$ cat src/rtl/uart_tx_phy_if.sv
// Byte-stream handshake between a UART byte source and the serial transmitter.
// The master drives tx_data/tx_valid. The slave returns tx_ready.
interface uart_tx_phy_if;
  logic [7:0] tx_data;
  logic       tx_valid;
  logic       tx_ready;

  modport master (output tx_data, output tx_valid, input tx_ready);
  modport slave  (input tx_data, input tx_valid, output tx_ready);
endinterface

$ cat src/rtl/uart_tx_phy.sv
// UART transmit PHY.
// Bytes are accepted by valid/ready handshake into a small FIFO.
// Each byte is shifted out on txd as an 8N1 frame: a start bit, 8 data bits
// LSB first, and a stop bit. Every bit lasts CLK_DIV clocks.
// When another byte is queued, it follows the stop bit with no idle gap.
module uart_tx_phy #(
  parameter int CLK_DIV    = 868,
  parameter int FIFO_DEPTH = 4
) (
  input  logic                          clk,
  input  logic                          rst,
  uart_tx_phy_if.slave                  tx_if,
  output logic                          txd,
  output logic                          busy,
  output logic [$clog2(FIFO_DEPTH):0]   fifo_level
);

  localparam int CNT_W = $clog2(CLK_DIV);
  localparam int PTR_W = $clog2(FIFO_DEPTH);
  localparam int LVL_W = PTR_W + 1;

  localparam logic [CNT_W-1:0] BAUD_LAST = CNT_W'(CLK_DIV - 1);
  localparam logic [CNT_W-1:0] BAUD_ONE  = CNT_W'(1);
  localparam logic [PTR_W-1:0] PTR_ONE   = PTR_W'(1);
  localparam logic [LVL_W-1:0] LVL_ONE   = LVL_W'(1);
  localparam logic [LVL_W-1:0] LVL_FULL  = LVL_W'(FIFO_DEPTH);
  localparam logic [2:0]       BIT_LAST  = 3'd7;
  localparam logic [2:0]       BIT_ONE   = 3'd1;

  typedef enum logic [1:0] {
    ST_IDLE,
    ST_START,
    ST_DATA,
    ST_STOP
  } state_t;

  state_t           r_state;
  logic [CNT_W-1:0] r_baud;
  logic [2:0]       r_bit_idx;
  logic [7:0]       r_shift;
  logic             r_txd;

  logic [7:0]       r_mem [FIFO_DEPTH];
  logic [PTR_W-1:0] r_wr_ptr;
  logic [PTR_W-1:0] r_rd_ptr;
  logic [LVL_W-1:0] r_count;

  logic w_push;
  logic w_pop;
  logic w_not_empty;
  logic w_baud_tc;
  logic w_ready;

  // tx_ready is derived from the registered fill count only.
  // Nothing on tx_valid can loop back into tx_ready.
  assign w_ready     = !rst && (r_count != LVL_FULL);
  assign w_push      = tx_if.tx_valid && w_ready;
  assign w_not_empty = (r_count != '0);
  assign w_baud_tc   = (r_baud == BAUD_LAST);
  // A byte leaves the FIFO only when a frame is launched.
  // A frame is launched straight from idle, or back-to-back at the end of a stop bit.
  assign w_pop       = w_not_empty &&
                       ((r_state == ST_IDLE) || ((r_state == ST_STOP) && w_baud_tc));

  assign tx_if.tx_ready = w_ready;
  assign txd            = r_txd;
  assign busy           = (r_state != ST_IDLE) || w_not_empty;
  assign fifo_level     = r_count;

  // FIFO storage. The entry is read later into the shift register, so it needs no reset.
  always_ff @(posedge clk) begin
    if (w_push) begin
      r_mem[r_wr_ptr] <= tx_if.tx_data;
    end
  end

  // FIFO pointers and fill count. Push and pop may occur in the same cycle.
  always_ff @(posedge clk) begin
    if (rst) begin
      r_wr_ptr <= '0;
      r_rd_ptr <= '0;
      r_count  <= '0;
    end else begin
      if (w_push) begin
        r_wr_ptr <= r_wr_ptr + PTR_ONE;
      end
      if (w_pop) begin
        r_rd_ptr <= r_rd_ptr + PTR_ONE;
      end
      if (w_push && !w_pop) begin
        r_count <= r_count + LVL_ONE;
      end else if (!w_push && w_pop) begin
        r_count <= r_count - LVL_ONE;
      end
    end
  end

  // Frame sequencer. txd is registered, and it is updated on the edge where a bit begins.
  always_ff @(posedge clk) begin
    if (rst) begin
      r_state   <= ST_IDLE;
      r_baud    <= '0;
      r_bit_idx <= '0;
      r_shift   <= '0;
      r_txd     <= 1'b1;
    end else begin
      case (r_state)
        ST_IDLE: begin
          r_baud    <= '0;
          r_bit_idx <= '0;
          r_txd     <= 1'b1;
          if (w_pop) begin
            r_shift <= r_mem[r_rd_ptr];
            r_txd   <= 1'b0;
            r_state <= ST_START;
          end
        end
        ST_START: begin
          if (w_baud_tc) begin
            r_baud    <= '0;
            r_bit_idx <= '0;
            r_txd     <= r_shift[0];
            r_state   <= ST_DATA;
          end else begin
            r_baud <= r_baud + BAUD_ONE;
          end
        end
        ST_DATA: begin
          if (w_baud_tc) begin
            r_baud  <= '0;
            r_shift <= r_shift >> 1;
            if (r_bit_idx == BIT_LAST) begin
              r_txd   <= 1'b1;
              r_state <= ST_STOP;
            end else begin
              r_bit_idx <= r_bit_idx + BIT_ONE;
              r_txd     <= r_shift[1];
            end
          end else begin
            r_baud <= r_baud + BAUD_ONE;
          end
        end
        ST_STOP: begin
          if (w_baud_tc) begin
            r_baud <= '0;
            if (w_pop) begin
              r_shift <= r_mem[r_rd_ptr];
              r_txd   <= 1'b0;
              r_state <= ST_START;
            end else begin
              r_txd   <= 1'b1;
              r_state <= ST_IDLE;
            end
          end else begin
            r_baud <= r_baud + BAUD_ONE;
          end
        end
        default: begin
          r_baud  <= '0;
          r_txd   <= 1'b1;
          r_state <= ST_IDLE;
        end
      endcase
    end
  end

endmodule

$ cat src/flat_wrapper.sv
// flat-port wrapper written by rule: the top's interface ports become plain ports
module uart_tx_phy_flat 
#(
  parameter int CLK_DIV    = 868,
  parameter int FIFO_DEPTH = 4
)
  (clk, rst, txd, busy, fifo_level, tx_if_tx_data, tx_if_tx_valid, tx_if_tx_ready);
  uart_tx_phy_if tx_if_i ();
  input  logic clk;
  input  logic rst;
  output logic txd;
  output logic busy;
  output logic [$clog2(FIFO_DEPTH):0] fifo_level;
  input wire logic [$bits(tx_if_i.tx_data)-1:0] tx_if_tx_data;
  input wire logic [$bits(tx_if_i.tx_valid)-1:0] tx_if_tx_valid;
  output wire logic [$bits(tx_if_i.tx_ready)-1:0] tx_if_tx_ready;
  assign tx_if_i.tx_data = tx_if_tx_data;
  assign tx_if_i.tx_valid = tx_if_tx_valid;
  assign tx_if_tx_ready = tx_if_i.tx_ready;
  uart_tx_phy #(.CLK_DIV(CLK_DIV), .FIFO_DEPTH(FIFO_DEPTH)) u_core (.clk(clk), .rst(rst), .tx_if(tx_if_i), .txd(txd), .busy(busy), .fifo_level(fifo_level));
endmodule
$ cat config.mk
export PLATFORM = sky130hd
export DESIGN_NAME = uart_tx_phy_flat
export DESIGN_NICKNAME = d
export VERILOG_FILES = /design/src/rtl/uart_tx_phy_if.sv /design/src/rtl/uart_tx_phy.sv /design/src/flat_wrapper.sv
export SDC_FILE = /design/constraint.sdc
export NUM_CORES = 1
export LEC_CHECK = 0
export CELL_PAD_IN_SITES_DETAIL_PLACEMENT = 2
export CELL_PAD_IN_SITES_GLOBAL_PLACEMENT = 2
export CORE_ASPECT_RATIO = 1.25
export CORE_MARGIN = 2
export CORE_UTILIZATION = 41
export DETAILED_ROUTE_END_ITERATION = 7
export GPL_TIMING_DRIVEN = 0
export PLACE_DENSITY = 0.87
export SETUP_SLACK_MARGIN = 0.4
export SLEW_MARGIN = 20
export SYNTH_ARGS = -nofsm -noshare
export SYNTH_HDL_FRONTEND = slang
export SYNTH_SLANG_ARGS = --single-unit
$ cat constraint.sdc
create_clock -name clk -period 3.3 [get_ports clk]
set_input_delay 0.495 -clock clk [delete_from_list [all_inputs] [get_ports clk]]
set_output_delay 0.495 -clock clk [all_outputs]
set_load 0.01 [all_outputs]
==> qor.csv <==
stage;metric;value;unit
logic_synthesis;multiplexer area fraction after synthesis;12.57;%
power;Clock power frac;25.8;%
grt;GR Util All Layers;21.70;%
setup_path;R2R cell count;10;
logic_synthesis;EDFF count, synth;32;
setup_path;CP endpoint kind;output pin;
sta;# setup viols final;0;
power;Psw;0.9979;mW
placed_design;Port Buffers;16;
power;power per cell area;801.0;nW/um^2
floorplan;Core Region;7019;sq um
setup_path;Worst R2R Setup Slack;0.57;ns
floorplan;initial core utilization;42.67;%
clock_tree;clk root buf;clkbuf_8;
grt;global route total overflow;0;
placed_design;Post-DP Area;3268;sq um
hold_path;worst-case hold path end point;u_core.txd;
floorplan;I/O pin count;17;
logic_synthesis;synthesized area per cell;12.43;sq um
floorplan;total die area;8010;sq um
clock_tree;CTS H-Tree Depth;3;
logic_synthesis;Compound-Gate Fraction of Synth Area;7.101;%
layout;final instance area;3496;sq um
floorplan;die height;99.57;um
grt;met3 usage;4.991;%
sta;Clock Skews;0.005940;ns
clock_tree;CTS Sinks;65;
routing;via count;1997;
clock_tree;clock latency on the worst-skew pair;0.35;ns
grt;number of global-route vias before repair;2254;
power;PnR Total Power;2.800;mW
layout;Final nets;295;
floorplan;Die W;80.45;um
hold_path;worst min path class;reg2reg;
routing;First-pass DRT Iterations;4;
routing;total wire length;7.733;mm
grt;initial antenna violation count;0;
grt;global-route wire length before repair;12.64;mm
setup_path;crit start category;flip-flop;
setup_path;crit path kind;reg2out;
setup_path;Crit path required time;2.80;ns
layout;diode count;0;
sta;fin crit period;2.799;ns
logic_synthesis;Synth Area in Simple Gates;13.32;%
run_status;status;finished, final reports clean;
logic_synthesis;Netlist Area Pre-Place;2995;sq um
grt;largest net degree at the start of global routing;15;
logic_synthesis;syn nets;267;
setup_path;Bufs and invs on worst path;2;
logic_synthesis;Synth async-reset ratio;0;%
power;VDD IR max;0.4332;mV
hold_path;hold path depth;2;
layout;layout cells sized above 1;16.79;%
power;combinational share of power;37.4;%
power;switching share of power;35.63;%
logic_synthesis;post-synthesis sequential area ratio;54.14;%
sta;crit share post-route;84.81;%
sta;Rel. slew slack;59.43;%
setup_path;critical-path cell list;inv_1 > ha_1 > or4b_2 > clkdlybuf4s50_1;
setup_path;slowest CP cell;or4b_2;
grt;met2 Usage GRT;37.12;%
clock_tree;clk buf depth;2;
placed_design;hpwl dp;5.090;mm
routing;Post-DRT Antenna Nets;0;
logic_synthesis;Synth Warn #;0;
setup_path;delay-heaviest family, CP;buffers and inverters;
placed_design;routability cong.;0.7763;
setup_path;crit-path max FO;5;
setup_path;FF-to-FF Start;u_core.r_baud[0];
logic_synthesis;Synth Instances;241;
routing;drt first-iter violations;96;
logic_synthesis;synthesized flop and latch total;65;
sta;final worst slack;0.5012;ns
power;Seq pwr share;36.7;%
setup_path;crit-path max cell delay;0.66;ns
grt;GRT busiest layer;met2;
clock_tree;CTS tree;yes;
logic_synthesis;XOR/XNOR share of the synthesized area;3.216;%
sta;Max Clk Rate;357.3;MHz
layout;area grow syn2layout;16.71;%
routing;wire per inst;21.24;um
sta;RSZ-0062 raised after global routing;false;
sta;fin. max-slew vios;0;
logic_synthesis;Adder-Cell Fraction of Synth Area;6.516;%
setup_path;CP arrival;2.30;ns
sta;Final Hold Fails;0;
setup_path;reg2reg end;u_core.fifo_level[2];
power;P_leak;1.307;nW
routing;number of vias per cell;5.486;
clock_tree;total CTS buffers;9;
grt;met1 Use GR;25.89;%
job;MaxCap Viol Count;0;
floorplan;row cnt;34;
logic_synthesis;Yosys cell types;50;
sta;worst-margin pin slew;0.6001;ns
logic_synthesis;Primary FF master, synth;dfxtp_1;
clock_tree;Worst-path clk slew;0.08;ns
power;Int Power;1.802;mW
routing;residual DRC count;0;
placed_design;Setup WS pre-CTS;-0.02897;ns
logic_synthesis;largest family of logic cells by synthesized area;simple AND/OR/NAND/NOR gates;
hold_path;hold_sp;u_core.txd;
## state kept, by name (all words and copies together), names as in the netlist, named ones only
register,count
u_core.r_state,2
u_core.fifo_level,3
u_core.r_baud,10
u_core.r_shift,8
u_core.r_bit_idx,3
u_core.txd,1
u_core.r_rd_ptr,2
u_core.r_wr_ptr,2
u_core.r_mem,32
## cells in the mapped netlist (all sizes together), types with 5 or more instances
cell,count,area [sq um]
edfxtp,32,960.9
nand3,5,25.02
xnor2,7,61.31
mux2,8,116.4
dfxtp,33,660.6
nor2b,8,50.05
a21oi,8,40.04
nand2,12,45.04
clkbuf,5,18.77
inv,10,37.53
buf,6,37.53
mux4,8,180.2
mux2i,8,80.08
ha,14,175.2
nor2,26,97.59
and2,5,31.28
## metal layers
| layer | wire [um] | vias up |
|---|---|---|
| li1 | - | 927 |
| met1 | 3136 | 1021 |
| met2 | 4183 | 36 |
| met3 | 230 | 13 |
| met4 | 183 | 0 |
| met5 | 0 | - |
## power groups by stage
stage               sequential (mW)  combinational [mW]  clock (mW)
floorplan                      1.02               0.748           0
global placement               1.03               0.991           0
detailed placement             1.04                1.03           0
CTS                            1.03                1.05       0.744
global route                   1.04                1.15       0.770
finish                         1.03                1.05       0.724
## worst max-delay path by stage
stage / startpoint / endpoint / slack [ns] / depth (start not counted)
6_report: u_core.r_state[0] / busy / 0.50 / 4
3_5_place_dp: rst / u_core.fifo_level[2] / -0.03 / 9
3_3_place_gp: rst / u_core.fifo_level[2] / 0.10 / 9
2_1_floorplan: rst / u_core.fifo_level[2] / 0.98 / 8
4_1_cts: rst / tx_if_tx_ready / 0.36 / 5
5_1_grt: u_core.r_state[1] / busy / 0.41 / 4
## tightest hold or removal path, stage by stage (launching register included)
cell and delay [ns]:
dfxtp_1 0.34, a21oi_1 0.06, nand2_1 0.06
## kinds of logic (layout without fill, tap and decap cells)
logic type / after synthesis / count (layout)
and+or+nand+nor: 76 / 76
xor gates and xnor gates: 11 / 11
muxes: 24 / 24
adders and majority gates: 15 / 15
DFF: 65 / 65
buffers and inverters: 21 / 54
AOI/OAI and AO/OA: 29 / 29
## final cells by class
cell class / instances / area [sq um]
timing repair buffer: 17 / 167.7
buffer: 11 / 58.81
tap: 90 / 112.6
inverter: 10 / 37.54
clock buffer: 9 / 123.9
fill: 697 / 3523
multi-input combinational: 155 / 1287
clock inverter: 7 / 86.33
sequential: 65 / 1622
## through the flow
stage	cells	util, %	hold slack [ns]	TNS [ns]
floorplan	241	-	0.4305	0
global placement	347	46.56	0.4501	0
detailed placement	347	46.56	0.4551	-0.02897
CTS	363	49.68	0.4787	0
global route	364	49.80	0.5182	0
finish	364	49.80	0.4792	0
## layout by cell type, fill, tap and decap left out, types with 5 or more instances in the layout
cell / Yosys / final
a21oi_1: 8 / 8
clkbuf_8: 0 / 9
clkdlybuf4s50_1: 0 / 16
dfxtp_1: 33 / 33
edfxtp_1: 32 / 32
ha_1: 14 / 14
inv_1: 9 / 9
mux2_4: 7 / 7
mux2i_1: 8 / 8
mux4_2: 8 / 8
nand2_1: 12 / 12
nand3_1: 5 / 5
nor2_1: 26 / 26
nor2b_1: 8 / 8
xnor2_1: 7 / 7
## repair_timing
| item | 4_1_cts | 5_1_grt |
|---|---|---|
| gates resized for setup | 2 | 2 |
| pin swaps | 0 | 1 |
| hold buffers | 0 | 0 |
| buffers inserted | 0 | 1 |
| endpoints found under the setup margin | 2 | 2 |
Power figures use the tool's default switching activity.
